`config.mk`:
```
export PLATFORM = sky130hd
export DESIGN_NAME = uart_rx_8n1_flat
export DESIGN_NICKNAME = d
export VERILOG_FILES = /design/src/rtl/uart_rx_8n1_if.sv /design/src/rtl/uart_rx_8n1.sv /design/src/flat_wrapper.sv
export SDC_FILE = /design/constraint.sdc
export NUM_CORES = 1
export LEC_CHECK = 0
export BUFFER_PORTS_ARGS = -buffer_cell sky130_fd_sc_hd__buf_2
export CAP_MARGIN = 15
export CORE_MARGIN = 1.5
export CORE_UTILIZATION = 40
export DETAILED_ROUTE_END_ITERATION = 10
export PLACE_DENSITY_LB_ADDON = 0.15
export SYNTH_ARGS = -nofsm -noshare
export SYNTH_HDL_FRONTEND = slang
export SYNTH_SLANG_ARGS = --single-unit
export TNS_END_PERCENT = 20
```
`constraint.sdc`:
```
create_clock -name clock -period 2.1 [get_ports clock]
set_input_delay 0.21 -clock clock [delete_from_list [all_inputs] [get_ports clock]]
set_output_delay 0.21 -clock clock [all_outputs]
set_load 0.01 [all_outputs]
```
`src/rtl/uart_rx_8n1_if.sv`:
```
// Receive-side bundle of the 8N1 UART.
//   rxd       serial line into the receiver (idle high)
//   rx_ready  one-cycle strobe: rdata holds a freshly received byte
//   rdata     last good byte, held until the next good byte
//   ferr      one-cycle strobe: stop bit sampled low
//   busy      receiver is somewhere inside a frame
// master: the receiver itself. slave: whatever feeds the line and consumes bytes.
interface uart_rx_8n1_if;
  logic       rxd;
  logic       rx_ready;
  logic [7:0] rdata;
  logic       ferr;
  logic       busy;

  modport master (input rxd, output rx_ready, output rdata, output ferr, output busy);
  modport slave  (output rxd, input rx_ready, input rdata, input ferr, input busy);
endinterface

```
`src/rtl/uart_rx_8n1.sv`:
```
// 8N1 UART receiver (LSB first) feeding the program loader.
// Ports:
//   clock  system clock
//   reset  synchronous, active-high
//   bus    uart_rx_8n1_if.master: rxd in; rx_ready, rdata, ferr, busy out
// A falling edge on the synchronised line starts a frame. The start bit is
// re-checked at its middle to reject glitches. Data and stop bits are sampled
// one bit period apart from there. A low stop bit raises ferr and parks the
// receiver until the line goes high again, so a held-low line yields a single
// ferr.
module uart_rx_8n1 #(
  parameter int CLK_PER_BIT = 868
) (
  input  logic          clock,
  input  logic          reset,
  uart_rx_8n1_if.master bus
);

  localparam int HALF_BIT = CLK_PER_BIT / 2;
  localparam int CW       = $clog2(CLK_PER_BIT);

  localparam logic [CW-1:0] HALF_LAST = CW'(HALF_BIT - 1);
  localparam logic [CW-1:0] BIT_LAST  = CW'(CLK_PER_BIT - 1);

  typedef enum logic [2:0] {
    IDLE,
    START,
    DATA,
    STOP,
    BREAK
  } state_e;

  // Two-stage synchroniser. Both stages reset high so that reset never
  // looks like a start edge.
  logic sync1_q, sync2_q;
  logic rxd_s;
  assign rxd_s = sync2_q;

  state_e          state_q, state_d;
  logic [CW-1:0]   cnt_q, cnt_d;
  logic [2:0]      bit_idx_q, bit_idx_d;
  logic [7:0]      shreg_q, shreg_d;
  logic [7:0]      rdata_q, rdata_d;
  logic            rx_ready_q, rx_ready_d;
  logic            ferr_q, ferr_d;
  logic            busy_q, busy_d;
  logic            last_bit;

  // Terminal flag for the bit index: the sample now being taken is bit 7.
  assign last_bit = (bit_idx_q == 3'd7);

  always_comb begin
    state_d    = state_q;
    cnt_d      = cnt_q;
    bit_idx_d  = bit_idx_q;
    shreg_d    = shreg_q;
    rdata_d    = rdata_q;
    rx_ready_d = 1'b0;
    ferr_d     = 1'b0;

    case (state_q)
      IDLE: begin
        if (!rxd_s) begin
          state_d = START;
          cnt_d   = '0;
        end
      end

      START: begin
        if (cnt_q == HALF_LAST) begin
          cnt_d     = '0;
          bit_idx_d = 3'd0;
          // Line back high by mid-start: treat as noise, no output.
          state_d   = rxd_s ? IDLE : DATA;
        end else begin
          cnt_d = cnt_q + 1'b1;
        end
      end

      DATA: begin
        if (cnt_q == BIT_LAST) begin
          cnt_d   = '0;
          shreg_d = {rxd_s, shreg_q[7:1]};
          if (last_bit) begin
            state_d = STOP;
          end else begin
            bit_idx_d = bit_idx_q + 3'd1;
          end
        end else begin
          cnt_d = cnt_q + 1'b1;
        end
      end

      STOP: begin
        if (cnt_q == BIT_LAST) begin
          cnt_d = '0;
          // Leaving at mid-stop lets a start bit that follows immediately
          // be caught on its leading edge.
          if (rxd_s) begin
            rdata_d    = shreg_q;
            rx_ready_d = 1'b1;
            state_d    = IDLE;
          end else begin
            ferr_d  = 1'b1;
            state_d = BREAK;
          end
        end else begin
          cnt_d = cnt_q + 1'b1;
        end
      end

      BREAK: begin
        if (rxd_s) state_d = IDLE;
      end

      default: state_d = IDLE;
    endcase

    busy_d = (state_d != IDLE);
  end

  always_ff @(posedge clock) begin
    if (reset) begin
      sync1_q    <= 1'b1;
      sync2_q    <= 1'b1;
      state_q    <= IDLE;
      cnt_q      <= '0;
      bit_idx_q  <= 3'd0;
      shreg_q    <= 8'h00;
      rdata_q    <= 8'h00;
      rx_ready_q <= 1'b0;
      ferr_q     <= 1'b0;
      busy_q     <= 1'b0;
    end else begin
      sync1_q    <= bus.rxd;
      sync2_q    <= sync1_q;
      state_q    <= state_d;
      cnt_q      <= cnt_d;
      bit_idx_q  <= bit_idx_d;
      shreg_q    <= shreg_d;
      rdata_q    <= rdata_d;
      rx_ready_q <= rx_ready_d;
      ferr_q     <= ferr_d;
      busy_q     <= busy_d;
    end
  end

  assign bus.rx_ready = rx_ready_q;
  assign bus.rdata    = rdata_q;
  assign bus.ferr     = ferr_q;
  assign bus.busy     = busy_q;

endmodule
```
`src/flat_wrapper.sv`:
```
// flat-port wrapper written by rule: the top's interface ports become plain ports
module uart_rx_8n1_flat 
#(
  parameter int CLK_PER_BIT = 868
)
  (clock, reset, bus_rxd, bus_rx_ready, bus_rdata, bus_ferr, bus_busy);
  uart_rx_8n1_if bus_i ();
  input  logic clock;
  input  logic reset;
  input wire logic [$bits(bus_i.rxd)-1:0] bus_rxd;
  output wire logic [$bits(bus_i.rx_ready)-1:0] bus_rx_ready;
  output wire logic [$bits(bus_i.rdata)-1:0] bus_rdata;
  output wire logic [$bits(bus_i.ferr)-1:0] bus_ferr;
  output wire logic [$bits(bus_i.busy)-1:0] bus_busy;
  assign bus_i.rxd = bus_rxd;
  assign bus_rx_ready = bus_i.rx_ready;
  assign bus_rdata = bus_i.rdata;
  assign bus_ferr = bus_i.ferr;
  assign bus_busy = bus_i.busy;
  uart_rx_8n1 #(.CLK_PER_BIT(CLK_PER_BIT)) u_core (.clock(clock), .reset(reset), .bus(bus_i));
endmodule
```
==> results by group <==
Outcome
  – Outcome: finished clean

Placement
  – Placer Congestion: between 0.8 and 0.9
  – Setup WS pre-CTS: between 20 and 25 ps
  – Post-DP HPWL: ~2300 um
  – Port Buffers: 13

Timing
  – Crit path time final: ~2000 ps
  – Fin crit share: 95.1%
  – Fmax: around 0.5 GHz
  – RSZ-0062 raised after global routing: true
  – Worst Skew: between 3 and 4 ps
  – Worst-Margin Slew: between 600 and 700 ps
  – Setup violators final: 0
  – Max-slew violation count: 0
  – Hold violation count in the final report: 0
  – Max_slew headroom: 59.6%
  – Setup WS post-layout: just over 100 ps

Worst setup path
  – Startpoint Class: flop
  – Crit path kind: reg -> reg
  – Crit. Startpoint: u_core.cnt_q[1]$_SDFFE_PP0P_
  – Kind of end point of the critical path: flop
  – Critical Path AT: around 2200 ps
  – R2R Setup Slk: 100 ps
  – Crit Path Max Fanout: 4
  – Critical path cell sequence: inv_1 -> ha_1 -> nand4b_1 -> or4b_1 -> a211o_1 -> or4_1 -> a21oi_1
  – Slowest cell on crit path: or4b_1
  – Reg2Reg Depth: 7
  – CP peak stage delay: between 400 and 500 ps
  – Critical path required time: 2320 ps
  – Reg2reg end: u_core.bit_idx_q[0]$_SDFFE_PP0P_
  – Worst r2r src: u_core.cnt_q[1]$_SDFFE_PP0P_

Global route
  – GRT Overall Usage: 16.7%
  – Number of global-route vias before repair: approximately 1300
  – First-pass GRT wire length: between 5000 and 6000 um
  – Largest net degree at the start of global routing: 36
  – Gr ovfl total: 0
  – Initial antenna violation count: 0

Yosys
  – Post-synth top cells: dfxtp_1, nor2_1, mux2i_1, nand2_1
  – Sequential element share of the synthesized area: about 44%
  – Syn. warnings: 0
  – Cell Area, Synth: 1670 sq um
  – Multiplexer area fraction after synthesis: around an eighth
  – Compound-Gate Fraction of Synth Area: 8.87%
  – Most common cell in the netlist: dfxtp_1
  – Post-synth EDFFs: 0
  – Ys flop type: dfxtp_1
  – Synth area leader: dfxtp_1
  – Unique masters post-synth: 37
  – Yosys top cell area share: between 40% and 50%
  – Area contributors post-synth: dfxtp_1, mux2i_1, nor2_1
  – Mapped Nets: between 150 and 200
  – Syn Inst Count: 187
  – Async SR Flop Fraction: 0%
  – Adder-cell share of the synthesized area: 3.01%
  – Post-synthesis xor/xnor area fraction: under 10%
  – Syn_area_per_cell: ~9 sq um
  – Simple-Gate Fraction of Synth Area: between 20% and 30%
  – Synth Register Bits: 37
  – Largest family of logic cells by synthesized area: simple AND/OR/NAND/NOR gates

Routing
  – Vias/cell: between 5 and 6
  – Via count of the routed design: around 1300
  – DRC Markers: 0
  – WL/cell: ~13 um
  – Initial DRC count: a little under 80
  – Post-DRT Antenna Nets: 0
  – Drt pass-1 iters: 4
  – Routed WL: 3250 um

CTS
  – CTS Buffer Depth: 2
  – Later-pin clock latency in the skew report: a little under 300 ps
  – CTS tree: done
  – Num Clock Sinks: 37
  – Clk pin slew, worst setup/hold paths: around 80 ps
  – CTS buffer count: 5
  – H-tree depth: 2
  – CTS root buffer: clkbuf_8
  – CTS Hold Bufs: 0
  – Postcts setup bufs: 0

Die
  – DIE WIDTH: between 60 and 70 um
  – DIE HEIGHT: slightly below 70 um
  – Starting Density: 41.6%
  – Rows: 23
  – Die area: 4560 sq um
  – Core box area: around 4000 sq um
  – Num ports: 14

Layout
  – Layout net count: 213
  – Multi-input logic area: 872 sq um
  – Layout area overhead: 15.0%
  – N_diodes: 0
  – FF+latch area: around 740 sq um
  – Post-layout utilization of the core: about 48%
  – Share of cells above drive strength 1: 19.3%
  – FILL cells: ~410

Hold path
  – Hold path startpoint: bus_rxd
  – HP Class: in -> reg
  – Min-Delay Endpoint: u_core.sync1_q$_SDFF_PP1_
  – WHS Path Cells: 2

Pwr
  – Worst vdd rail ir drop: between 0.4 and 0.5 mV
  – Leakage Power: slightly below 0.8 nW
  – Total power: ~1.3 mW
  – Pwr/cell area: 660 nW/um^2

Run
  – Max-cap violations: 0
## worst max path at each step
| stage | end | slack (ps) | cells after the start |
|---|---|---|---|
| after floorplan | u_core.bit_idx_q[0]$_SDFFE_PP0P_ | 40 | 6 |
| after global placement | u_core.bit_idx_q[0]$_SDFFE_PP0P_ | 60 | 7 |
| after detailed placement | u_core.bit_idx_q[0]$_SDFFE_PP0P_ | 20 | 7 |
| after CTS | u_core.bit_idx_q[0]$_SDFFE_PP0P_ | 1 | 7 |
| after global routing | u_core.bit_idx_q[0]$_SDFFE_PP0P_ | -10 | 7 |
| final | u_core.bit_idx_q[0]$_SDFFE_PP0P_ | 100 | 7 |
## logic make-up after synthesis
| logic type | Yosys count |
|---|---|
| adders and majority gates | 4 |
| DFF | 37 |
| and+or+nand+nor | 87 |
| muxes | 20 |
| AOI/OAI and AO/OA | 23 |
| buffers and inverters | 14 |
| xor gates and xnor gates | 2 |
## critical path: cells and delay by family, from the launching register on
kind | cells | cell delay [ps]
AO/OA/AOI/OAI | 2 | 400
adder cells (fa/ha/maj) | 1 | 130
buffers and inverters | 1 | 50
flip-flops | 1 | 340
AND/OR/NAND/NOR | 3 | 990
## flip-flops by register name, indices dropped and copies added, names as in the netlist
signal               count
u_core.bus.rdata         8
u_core.rxd_s             1
u_core.bus.ferr          1
u_core.cnt_q            10
u_core.bus.busy          1
u_core.bus.rx_ready      1
u_core.sync1_q           1
u_core.bit_idx_q         3
u_core.shreg_q           8
u_core.state_q           3
## routing by layer
layer	vias up	GRT usage, %	wire [um]
met5	-	0	0
met4	0	7.65	50
met3	4	5.50	105
met2	22	28.3	1540
met1	615	18.8	1560
li1	691	-	-
## power by group
| part | leakage, nW | switching [mW] | total (mW) | internal [mW] |
|---|---|---|---|---|
| Combinational | 0.442 | 0.0313 | 0.0460 | 0.0147 |
| Sequential | 0.299 | 0.00392 | 0.710 | 0.706 |
| Clock | 0.0445 | 0.273 | 0.508 | 0.235 |
| Total | 0.786 | 0.308 | 1.26 | 0.956 |
## timing repair
action                     4_1_cts  5_1_grt
hold endpoints to repair         0        0
setup endpoints to repair        0       10
gates resized for setup          0        2
## area by class of cell
type                            count  share of cell area [%]
Tap cell                           50                    3.27
Multi-Input combinational cell    136                    45.6
Clock inverter                      3                    1.11
Inverter                            4                   0.784
Sequential cell                    37                    38.8
Clock buffer                        5                    3.59
Timing Repair Buffer               22                    6.93
## cells in the final DEF, fill, tap and decap left out, drive strengths merged, types with 4 or more instances in the layout
cell type	count
ha	4
buf	22
nor3	7
mux2i	19
inv	5
clkbuf	5
nor2b	5
a21oi	7
dfxtp	37
nand2	13
nor2	32
nand4	4
nand3	6
and2	4
o21ai	4
or2	4
## through the flow
step	cells	TNS [ps]	area, sq um	hold slack (ps)
floorplan	187	0	1670	314
global placement	249	0	1820	403
detailed placement	249	0	1820	396
CTS	257	0	1910	83.5
global route	257	-14.0	1910	89.0
finish	257	0	1910	95.3
Power figures use the tool's default switching activity.
